<file path="src/rtl/spi_flash_seq.sv">
// SPI NOR command sequencer: expands READ / PAGE_PROG / SECTOR_ERASE / READ_SR into engine byte transfers.
// Define SEQ_TIMEOUT_EN to bound RDSR polling by TIMEOUT and flag err on expiry.
module spi_flash_seq #(
  parameter int unsigned LEN_W   = 16,
  parameter logic [7:0]  OP_READ = 8'h03,
  parameter logic [7:0]  OP_PP   = 8'h02,
  parameter logic [7:0]  OP_SE   = 8'hD8,
  parameter logic [7:0]  OP_WREN = 8'h06,
  parameter logic [7:0]  OP_RDSR = 8'h05,
  parameter logic [23:0] TIMEOUT = 24'd10_000_000
) (
  input  logic             clk,
  input  logic             rst,
  input  logic             cmd_valid,
  output logic             cmd_ready,
  input  logic [1:0]       cmd_op,
  input  logic [23:0]      cmd_addr,
  input  logic [LEN_W-1:0] cmd_len,
  input  logic [7:0]       wr_data,
  input  logic             wr_valid,
  output logic             wr_ready,
  output logic [7:0]       rd_data,
  output logic             rd_valid,
  output logic             eng_req,
  output logic [7:0]       eng_tx,
  output logic             eng_last,
  input  logic             eng_ack,
  input  logic [7:0]       eng_rx,
  output logic             busy,
  output logic             done,
  output logic             err
);

  typedef enum logic [3:0] {
    S_IDLE, S_WREN, S_OPC, S_A2, S_A1, S_A0, S_DATA, S_POLL_OPC, S_POLL_RD, S_DONE
  } state_t;

  typedef enum logic [1:0] {
    C_READ = 2'd0, C_PP = 2'd1, C_SE = 2'd2, C_RDSR = 2'd3
  } cmd_t;

  state_t           r_state, w_state_nxt;
  cmd_t             r_op, w_op_nxt;
  cmd_t             w_cmd_op;
  logic [23:0]      r_addr, w_addr_nxt;
  logic [LEN_W-1:0] r_cnt, w_cnt_nxt;
  logic             r_eng_req, w_eng_req_nxt;
  logic [7:0]       r_eng_tx, w_eng_tx_nxt;
  logic             r_eng_last, w_eng_last_nxt;
  logic             r_wr_ready, w_wr_ready_nxt;
  logic [7:0]       r_rd_data, w_rd_data_nxt;
  logic             r_rd_valid, w_rd_valid_nxt;

  logic             w_accept;
  logic             w_ack;
  logic             w_poll_ack;
  logic             w_timeout;
  logic             w_has_byte;
  logic [7:0]       w_byte;
  logic             w_byte_last;

  assign w_cmd_op   = cmd_t'(cmd_op);
  assign w_accept   = (r_state == S_IDLE) && cmd_valid;
  // Only an ack against an outstanding request advances the sequence.
  assign w_ack      = r_eng_req && eng_ack;
  assign w_poll_ack = (r_state == S_POLL_RD) && w_ack && (r_op != C_RDSR);

  assign cmd_ready = (r_state == S_IDLE);
  assign busy      = (r_state != S_IDLE);
  assign done      = (r_state == S_DONE);
  assign eng_req   = r_eng_req;
  assign eng_tx    = r_eng_tx;
  assign eng_last  = r_eng_last;
  assign wr_ready  = r_wr_ready;
  assign rd_data   = r_rd_data;
  assign rd_valid  = r_rd_valid;

  always_ff @(posedge clk) begin
    // NOTE: every register here is a handful of flops, so all of them take the reset value.
    if (rst) begin
      r_state    <= S_IDLE;
      r_op       <= C_READ;
      r_addr     <= '0;
      r_cnt      <= '0;
      r_eng_req  <= 1'b0;
      r_eng_tx   <= 8'h00;
      r_eng_last <= 1'b0;
      r_wr_ready <= 1'b0;
      r_rd_data  <= 8'h00;
      r_rd_valid <= 1'b0;
    end else begin
      // NOTE: non-blocking so every register samples the pre-edge value of the others.
      r_state    <= w_state_nxt;
      r_op       <= w_op_nxt;
      r_addr     <= w_addr_nxt;
      r_cnt      <= w_cnt_nxt;
      r_eng_req  <= w_eng_req_nxt;
      r_eng_tx   <= w_eng_tx_nxt;
      r_eng_last <= w_eng_last_nxt;
      r_wr_ready <= w_wr_ready_nxt;
      r_rd_data  <= w_rd_data_nxt;
      r_rd_valid <= w_rd_valid_nxt;
    end
  end

  always_comb begin
    // NOTE: defaults first so no path through the case leaves a variable unassigned (no latch).
    w_state_nxt    = r_state;
    w_op_nxt       = r_op;
    w_addr_nxt     = r_addr;
    w_cnt_nxt      = r_cnt;
    w_eng_req_nxt  = r_eng_req;
    w_eng_tx_nxt   = r_eng_tx;
    w_eng_last_nxt = r_eng_last;
    w_wr_ready_nxt = 1'b0;
    w_rd_data_nxt  = r_rd_data;
    w_rd_valid_nxt = 1'b0;
    w_byte         = 8'h00;
    w_byte_last    = 1'b0;
    w_has_byte     = 1'b0;

    // Byte each transfer state wants to send, and whether it is available yet.
    case (r_state)
      S_WREN: begin
        w_byte      = OP_WREN;
        w_byte_last = 1'b1;
        w_has_byte  = 1'b1;
      end
      S_OPC: begin
        w_byte     = (r_op == C_READ) ? OP_READ : ((r_op == C_PP) ? OP_PP : OP_SE);
        w_has_byte = 1'b1;
      end
      S_A2: begin
        w_byte     = r_addr[23:16];
        w_has_byte = 1'b1;
      end
      S_A1: begin
        w_byte     = r_addr[15:8];
        w_has_byte = 1'b1;
      end
      S_A0: begin
        w_byte      = r_addr[7:0];
        w_byte_last = (r_op == C_SE);
        w_has_byte  = 1'b1;
      end
      S_DATA: begin
        w_byte      = (r_op == C_PP) ? wr_data : 8'h00;
        w_byte_last = (r_cnt == '0);
        w_has_byte  = (r_op != C_PP) || wr_valid;
      end
      S_POLL_OPC: begin
        w_byte     = OP_RDSR;
        w_has_byte = 1'b1;
      end
      S_POLL_RD: begin
        w_byte      = 8'h00;
        w_byte_last = 1'b1;
        w_has_byte  = 1'b1;
      end
      default: ;
    endcase

    // A request goes out only while none is outstanding, so after an ack the
    // line stays low for one cycle before the next byte is requested.
    if (!r_eng_req && w_has_byte) begin
      w_eng_req_nxt  = 1'b1;
      w_eng_tx_nxt   = w_byte;
      w_eng_last_nxt = w_byte_last;
      w_wr_ready_nxt = (r_state == S_DATA) && (r_op == C_PP);
    end

    if (w_ack) begin
      w_eng_req_nxt  = 1'b0;
      w_eng_last_nxt = 1'b0;
    end

    case (r_state)
      S_IDLE: begin
        if (cmd_valid) begin
          w_op_nxt   = w_cmd_op;
          w_addr_nxt = cmd_addr;
          // Page programs wrap at 256 bytes, so only the low length byte counts.
          w_cnt_nxt  = (w_cmd_op == C_PP) ? LEN_W'(cmd_len[7:0]) : cmd_len;
          case (w_cmd_op)
            C_READ:  w_state_nxt = S_OPC;
            C_RDSR:  w_state_nxt = S_POLL_OPC;
            default: w_state_nxt = S_WREN;
          endcase
        end
      end
      S_WREN: if (w_ack) w_state_nxt = S_OPC;
      S_OPC:  if (w_ack) w_state_nxt = S_A2;
      S_A2:   if (w_ack) w_state_nxt = S_A1;
      S_A1:   if (w_ack) w_state_nxt = S_A0;
      S_A0:   if (w_ack) w_state_nxt = (r_op == C_SE) ? S_POLL_OPC : S_DATA;
      S_DATA: begin
        if (w_ack) begin
          if (r_op == C_READ) begin
            w_rd_valid_nxt = 1'b1;
            w_rd_data_nxt  = eng_rx;
          end
          if (r_cnt == '0) begin
            w_state_nxt = (r_op == C_PP) ? S_POLL_OPC : S_DONE;
          end else begin
            w_cnt_nxt = r_cnt - LEN_W'(1);
          end
        end
      end
      S_POLL_OPC: if (w_ack) w_state_nxt = S_POLL_RD;
      S_POLL_RD: begin
        if (w_ack) begin
          if (r_op == C_RDSR) begin
            w_rd_valid_nxt = 1'b1;
            w_rd_data_nxt  = eng_rx;
            w_state_nxt    = S_DONE;
          end else if (eng_rx[0] && !w_timeout) begin
            w_state_nxt = S_POLL_OPC;
          end else begin
            w_state_nxt = S_DONE;
          end
        end
      end
      S_DONE:  w_state_nxt = S_IDLE;
      default: w_state_nxt = S_IDLE;
    endcase
  end

`ifdef SEQ_TIMEOUT_EN
  logic [23:0] r_poll_cnt;
  logic        r_err;

  // Expires on the ack that would make the count of busy polls reach TIMEOUT.
  assign w_timeout = ({1'b0, r_poll_cnt} + 25'd1) >= {1'b0, TIMEOUT};
  assign err       = r_err;

  always_ff @(posedge clk) begin
    if (rst) begin
      r_poll_cnt <= '0;
      r_err      <= 1'b0;
    end else begin
      if (w_accept) begin
        r_err <= 1'b0;
      end else if (w_poll_ack && eng_rx[0] && w_timeout) begin
        r_err <= 1'b1;
      end
      if (r_state != S_POLL_OPC && r_state != S_POLL_RD) begin
        r_poll_cnt <= '0;
      end else if (w_poll_ack && eng_rx[0]) begin
        r_poll_cnt <= r_poll_cnt + 24'd1;
      end
    end
  end
`else
  assign w_timeout = 1'b0;
  assign err       = 1'b0;
`endif

endmodule

</file>
<file path="config.mk">
export PLATFORM = sky130hd
export DESIGN_NAME = spi_flash_seq
export DESIGN_NICKNAME = d
export VERILOG_FILES = /design/src/rtl/spi_flash_seq.sv
export SDC_FILE = /design/constraint.sdc
export NUM_CORES = 1
export LEC_CHECK = 0
export CAP_MARGIN = 25
export CORE_MARGIN = 2
export CORE_UTILIZATION = 45
export CTS_CLUSTER_SIZE = 14
export DETAILED_ROUTE_END_ITERATION = 8
export HOLD_SLACK_MARGIN = 0.05
export PLACE_DENSITY = 0.77
export SETUP_SLACK_MARGIN = 0.3
export SLEW_MARGIN = 30
export SYNTH_ARGS = -nofsm -noshare
export SYNTH_HDL_FRONTEND = slang
export SYNTH_SLANG_ARGS = --single-unit
</file>
<file path="constraint.sdc">
create_clock -name clk -period 2.1 [get_ports clk]
set_clock_uncertainty 0.2 [all_clocks]
set_input_delay 0.42 -clock clk [delete_from_list [all_inputs] [get_ports clk]]
set_output_delay 0.42 -clock clk [all_outputs]
set_load 0.005 [all_outputs]
</file>
==> results of run 1 <==
## layout make-up
cell class / instances / area share, %
timing repair buffer: 169 / 29.26
inverter: 13 / 0.8827
clock buffer: 11 / 2.433
clock inverter: 5 / 0.9257
sequential: 66 / 23.16
multi-input combinational: 336 / 41.14
tap: 102 / 2.196
## state kept, by name, indices dropped and copies added, names as in the netlist
signal,flops
wr_ready,1
eng_tx,8
rd_data,8
eng_req,1
rd_valid,1
r_state,4
r_cnt,16
r_op,2
eng_last,1
r_addr,24
## layer usage
layer | up-vias | share of wire (%)
met5 | - | 0
met3 | 46 | 5.7
met4 | 0 | 4.1
met2 | 190 | 52
met1 | 1968 | 39
li1 | 1906 | -
## logic make-up (layout without fill, tap and decap cells)
family	after synthesis	count (layout)	synth area share [%]
AND/OR/NAND/NOR	183	183	26.55
AO/OA/AOI/OAI	132	133	24.53
flip-flops	66	66	36.90
buffers and inverters	49	198	6.394
multiplexers	11	11	3.145
adder cells (fa/ha/maj)	4	4	1.398
XOR/XNOR	4	4	0.9785
other	1	1	0.1047
## cells in the final DEF, fill, tap and decap left out, types with 4 or more instances in the layout
master,instances
a21oi_1,48
a22o_1,8
a31oi_1,8
buf_12,6
buf_4,54
buf_6,21
clkbuf_8,10
clkdlybuf4s50_1,61
dfxtp_1,52
dfxtp_2,11
dlygate4sd2_1,16
dlymetal6s2s_1,4
inv_1,9
mux2i_1,8
nand2_1,69
nand2_2,9
nand2b_1,6
nand3_1,6
nand4_1,5
nor2_1,26
nor2b_1,4
nor2b_4,5
nor3_1,6
nor3b_1,8
o21ai_0,6
o21ai_1,8
o21ai_2,5
## worst min-delay path by stage
stage	end	slack (ns)
after global routing	eng_tx[2]	0.27
after global placement	r_addr[18]	0.24
final	r_addr[21]	0.26
after detailed placement	r_addr[18]	0.25
after floorplan	r_addr[1]	0.23
after CTS	r_addr[18]	0.26
## power groups by stage
stage                     Clock [mW]  Sequential, mW  Combinational, mW
final                           1.09            1.84               4.91
after global routing            1.17            1.86               5.23
after CTS                       1.09            1.80               4.25
after detailed placement           0            1.82               3.32
after global placement             0            1.80               3.23
after floorplan                    0            1.74               2.09
## critical path: stages (launching register included)
cell and delay [ns]:
dfxtp_2 0.35, inv_4 0.07, ha_4 0.13, nor3b_4 0.27, nand4_4 0.19, o31a_4 0.37
buf_12 0.15, buf_4 0.13, nor2_2 0.09, nor3_2 0.04
## metrics by stage
stage                     total power [mW]  util (%)
after global routing                 8.251     75.21
after detailed placement             5.141     63.28
after global placement               5.030     63.28
final                                7.836     75.21
after CTS                            7.151     71.79
after floorplan                      3.824         -
## timing repair
action	in CTS	in global routing
pin swaps	23	16
setup buffers	22	5
cloned	4	1
endpoints found under the setup margin	85	73
gates resized for setup	90	48
==> impl_metrics.py, run 1 <==
metrics = {
    "synthesis": {
        "yosysSeqAreaShare_pct": 36.90,
        "yosysMostFrequentCell": "nand2_1",
        "syn_area_um2": 3581,
        "synth_cells": 450,
        "synth_cell_types": 67,
        "synth_area_per_cell_um2": 7.958,
        "ys_warn_count": 0,
        "synth_area_leader_cell": "dfxtp_1",
        "synth_top_area_share_pct": 36.90,
        "async_reset_ff_share_pct": 0,
        "ys.flop_type": "dfxtp_1",
        "synth-edff-count": 0,
        "ys_seq_elements": 66,
        "syn_nets": 517,
        "synth_area_leaders": "dfxtp_1 37%, nand2_1 8.4%, a21oi_1 7.1%, nor2_1 3.0%, mux2i_1 2.5%",
        "synthTopCellsByCount": "80 x nand2_1, 66 x dfxtp_1, 51 x a21oi_1",
    },
    "critical_path": {
        "crit_path_end_kind": "flip-flop",
        "worst-r2r-cell-count": 9,
        "worst-path-max-fanout": 8,
        "r2r_slack_ns": -0.01,
        "crit_path_start_kind": "flip-flop",
        "critPathRequiredTime_ns": 2.13,
        "reg2reg_to": "r_cnt[8]",
        "crit_start": "r_cnt[0]",
        "r2r_start": "r_cnt[0]",
        "crit_arrival_ns": 2.14,
        "worstSetupPathType": "reg -> reg",
        "crit_path_end": "r_cnt[8]",
    },
    "floorplan": {
        "rows": 32,
        "die_y_um": 93.21,
        "io_pins": 87,
        "die_w_um": 93.21,
        "core-area_um2": 7727,
        "die-area_um2": 8687,
        "initial_core_util_pct": 46.34,
    },
    "grt": {
        "grt_use_total_pct": 27.74,
        "grt_pass1_vias": 3974,
        "antenna_found_initial": 0,
        "met3_usage_pct": 4.271,
        "met2_usage_pct": 48.97,
        "grt_pass1_wl_um": 19070,
        "overflow": 0,
        "grt_max_degree": 38,
        "grt_busiest_layer": "met2",
        "use_met1_pct": 32.73,
    },
    "run_status": {
        "failed_checks": "setup timing",
        "status": "complete, but fails checks",
    },
    "clock_tree": {
        "cts_hold_buf": 0,
        "cts_buffers": 9,
        "cts.reportedPaths.clkPinSlew_ns": 0.08,
        "cts_tree": "yes",
        "clk_latency_ns": 0.35,
        "htreeDepth": 3,
        "clock_path_buffers": 2,
        "cts-root-buf": "clkbuf_8",
        "cts.sinks": 66,
    },
    "sta": {
        "tightest_slew_ns": 0.5153,
        "fin_crit_sh_pct": 100.6,
        "setup_viol": 2,
        "hold_ws_ns": 0.2564,
        "setup_tns_ns": -0.01796,
        "fin_crit_ns": 2.113,
        "setup_ws_ns": -0.01254,
        "max-slew-margin-rel_pct": 65.57,
        "fmax_ghz": 0.4734,
        "rsz0062_at_grt": "true",
        "drv_slew": 0,
        "hold_viol_final": 0,
    },
    "worst_hold_path": {
        "min_path_type": "reg -> reg",
        "min-delay-start": "r_addr[21]",
        "min_path_cells": 2,
    },
    "cells_and_area": {
        "ff_latch_area_um2": 1346,
        "antennaDiodeCount": 0,
        "fin_nets": 662,
        "syn2layout_area_growth_pct": 62.30,
        "final_cells": 702,
        "multi_input_area_um2": 2391,
        "drive_gt1_share_pct": 31.67,
        "num-fill-cells": 513,
        "fin_area_um2": 5812,
    },
    "power": {
        "p_seq_share_pct": 23.4,
        "power_frac_comb_pct": 62.6,
        "ir_drop_mv": 0.7949,
        "intPower_mw": 4.718,
        "p_leak_nw": 2.329,
        "p_clk_share_pct": 13.9,
        "power.density_nw_per_um2": 1348,
        "power_switching_mw": 3.118,
        "p_sw_share_pct": 39.79,
    },
    "route": {
        "num_vias": 4110,
        "routed_wl_um": 12240,
        "postRouteAntennaNets": 0,
        "drc": 0,
        "drt_first_pass_iters": 5,
        "via_per_inst": 5.855,
        "detail_route.iter0.violations": 224,
        "wl_per_cell_um": 17.43,
    },
    "place": {
        "placed_area_um2": 4890,
        "place_ws_ns": -0.5170,
        "port_buffers": 85,
        "gp_congestion": 0.8585,
        "post-dp-hpwl_um": 7600,
        "placed_cells": 654,
    },
    "run": {
        "maxCapViolCount": 0,
    },
}
Power figures use the tool's default switching activity.
==> run 2: changes to the inputs <==
--- a/config.mk
+++ b/config.mk
@@ -8,7 +8,7 @@
 export CAP_MARGIN = 25
 export CORE_MARGIN = 2
 export CORE_UTILIZATION = 45
-export CTS_CLUSTER_SIZE = 14
+export CTS_CLUSTER_SIZE = 10
 export DETAILED_ROUTE_END_ITERATION = 8
 export HOLD_SLACK_MARGIN = 0.05
 export PLACE_DENSITY = 0.77
==> results of run 2 <==
Final layout, timing and power as in run 1 (identical DEF).
==> run 3: changes to the inputs <==
==> config.mk (replaced) <==
export PLATFORM = sky130hd
export DESIGN_NAME = spi_flash_seq
export DESIGN_NICKNAME = d
export VERILOG_FILES = /design/src/rtl/spi_flash_seq.sv
export SDC_FILE = /design/constraint.sdc
export NUM_CORES = 1
export LEC_CHECK = 0
export ABC_CLOCK_PERIOD_IN_PS = 2100
export CAP_MARGIN = 25
export CELL_PAD_IN_SITES_DETAIL_PLACEMENT = 1
export CELL_PAD_IN_SITES_GLOBAL_PLACEMENT = 1
export CORE_MARGIN = 2
export CORE_UTILIZATION = 33
export CTS_CLUSTER_SIZE = 10
export DETAILED_ROUTE_END_ITERATION = 8
export HOLD_SLACK_MARGIN = 0.05
export PLACE_DENSITY_LB_ADDON = 0.1
export SETUP_SLACK_MARGIN = 0.3
export SYNTH_ARGS = -nofsm -noshare
export SYNTH_HDL_FRONTEND = slang
export SYNTH_SLANG_ARGS = --single-unit
==> impl_metrics.py, run 3 (synthesis results as in run 1) <==
metrics = {
    "run_status": {
        "status": "complete, but fails checks",
        "failed_checks": "setup timing",
    },
    "critical_path": {
        "worstSetupPathType": "reg -> reg",
        "worst-path-max-fanout": 6,
        "crit_path_start_kind": "flip-flop",
        "critPathRequiredTime_ns": 2.14,
        "crit_path_end_kind": "flip-flop",
        "crit_arrival_ns": 2.22,
    },
    "cells_and_area": {
        "final_cells": 759,
        "multi_input_area_um2": 2409,
        "antennaDiodeCount": 0,
        "utilization_pct": 56.60,
        "reg.largest.list": "r_addr (24), r_cnt (16)",
        "drive_gt1_share_pct": 33.60,
        "layout_commonest_cell": "buf_4",
        "largest_reg_flops": 24,
        "regMostFlops": "r_addr",
        "fin_nets": 682,
        "syn2layout_area_growth_pct": 69.08,
        "num-fill-cells": 1261,
        "ff_latch_area_um2": 1343,
        "fin_area_um2": 6055,
        "mostFrequentLayoutCells": "71 x buf_4, 69 x nand2_1, 60 x clkdlybuf4s50_1",
    },
    "place": {
        "place_ws_ns": -0.6475,
        "port_buffers": 85,
        "placed_cells": 705,
        "placed_area_um2": 5060,
        "post-dp-hpwl_um": 8797,
        "gp_congestion": 0.8286,
    },
    "floorplan": {
        "die_w_um": 108.2,
        "initial_core_util_pct": 33.47,
        "core-area_um2": 10700,
        "die-area_um2": 11700,
        "io_pins": 87,
        "die_y_um": 108.2,
        "rows": 38,
    },
    "clock_tree": {
        "clk_latency_ns": 0.36,
        "cts_buffers": 9,
        "htreeDepth": 3,
        "cts.sinks": 66,
        "cts_tree": "yes",
        "clock_path_buffers": 2,
        "cts-root-buf": "clkbuf_8",
        "cts.reportedPaths.clkPinSlew_ns": 0.07,
    },
    "power": {
        "ir_drop_mv": 0.6795,
        "power.density_nw_per_um2": 1383,
        "p_leak_nw": 2.429,
        "power_mw": 8.372,
    },
    "sta": {
        "max-slew-margin-rel_pct": 57.06,
        "setup_tns_ns": -0.2855,
        "tightest_slew_ns": 0.6387,
        "drv_slew": 0,
        "rsz0062_at_grt": "true",
        "fin_crit_ns": 2.182,
        "hold_viol_final": 0,
        "fmax_ghz": 0.4584,
        "fin_crit_sh_pct": 103.9,
        "setup_ws_ns": -0.08168,
        "setup_viol": 13,
        "hold_ws_ns": 0.2577,
    },
    "route": {
        "routed_wl_um": 14210,
        "drc": 0,
        "via_per_inst": 5.411,
        "num_vias": 4107,
        "drt_first_pass_iters": 4,
        "detail_route.iter0.violations": 96,
        "wl_per_cell_um": 18.72,
        "postRouteAntennaNets": 0,
    },
    "grt": {
        "grt_use_total_pct": 24.30,
        "grt_pass1_vias": 4190,
        "grt_max_degree": 64,
        "grt_pass1_wl_um": 21740,
        "antenna_found_initial": 0,
        "overflow": 0,
    },
    "run": {
        "maxCapViolCount": 0,
    },
    "worst_hold_path": {
        "min_path_type": "reg -> reg",
    },
}
-- run 3: metal layers --
layer	wire length, µm	up-vias	global-route usage (%)
met3	444	42	4.099
met5	0	-	0
li1	-	1950	-
met2	7747	99	45.46
met1	5473	2016	26.25
met4	543	0	12.00
-- run 3: critical path, stage by stage (launching register included) --
cell	delay (ns)
dfxtp_4	0.36
buf_6	0.13
or3b_4	0.40
a211oi_4	0.21
buf_6	0.16
o31a_4	0.21
mux2i_1	0.28
a21oi_1	0.10
-- run 3: path summary, 6_finish.rpt --
kind	startpoint	endpoint	slack, ns	cells after the start
min	r_addr[9]	r_addr[9]	0.26	2
max reg2reg	r_state[2]	r_cnt[15]	-0.08	7
min reg2reg	r_addr[9]	r_addr[9]	0.26	2
max	r_state[2]	r_cnt[15]	-0.08	7
-- run 3: layout make-up --
class	instances	share of cell area (%)
multi-input combinational	336	39.78
timing repair buffer	189	30.63
sequential	66	22.17
clock buffer	14	3.182
tap	140	2.893
inverter	13	0.8473
clock inverter	1	0.4960
-- run 3: repair_timing --
action                     4_1_cts  5_1_grt
setup endpoints to repair       86       71
cloned                           5        1
gates resized for setup         97       46
setup buffers                   20       13
hold buffers                     0        0
pin swaps                       25       18
-- run 3: report_power, final --
part           switching, mW  internal [mW]
Combinational           2.53           2.82
Clock                  0.491          0.705
Sequential             0.282           1.54
Total                   3.30           5.07
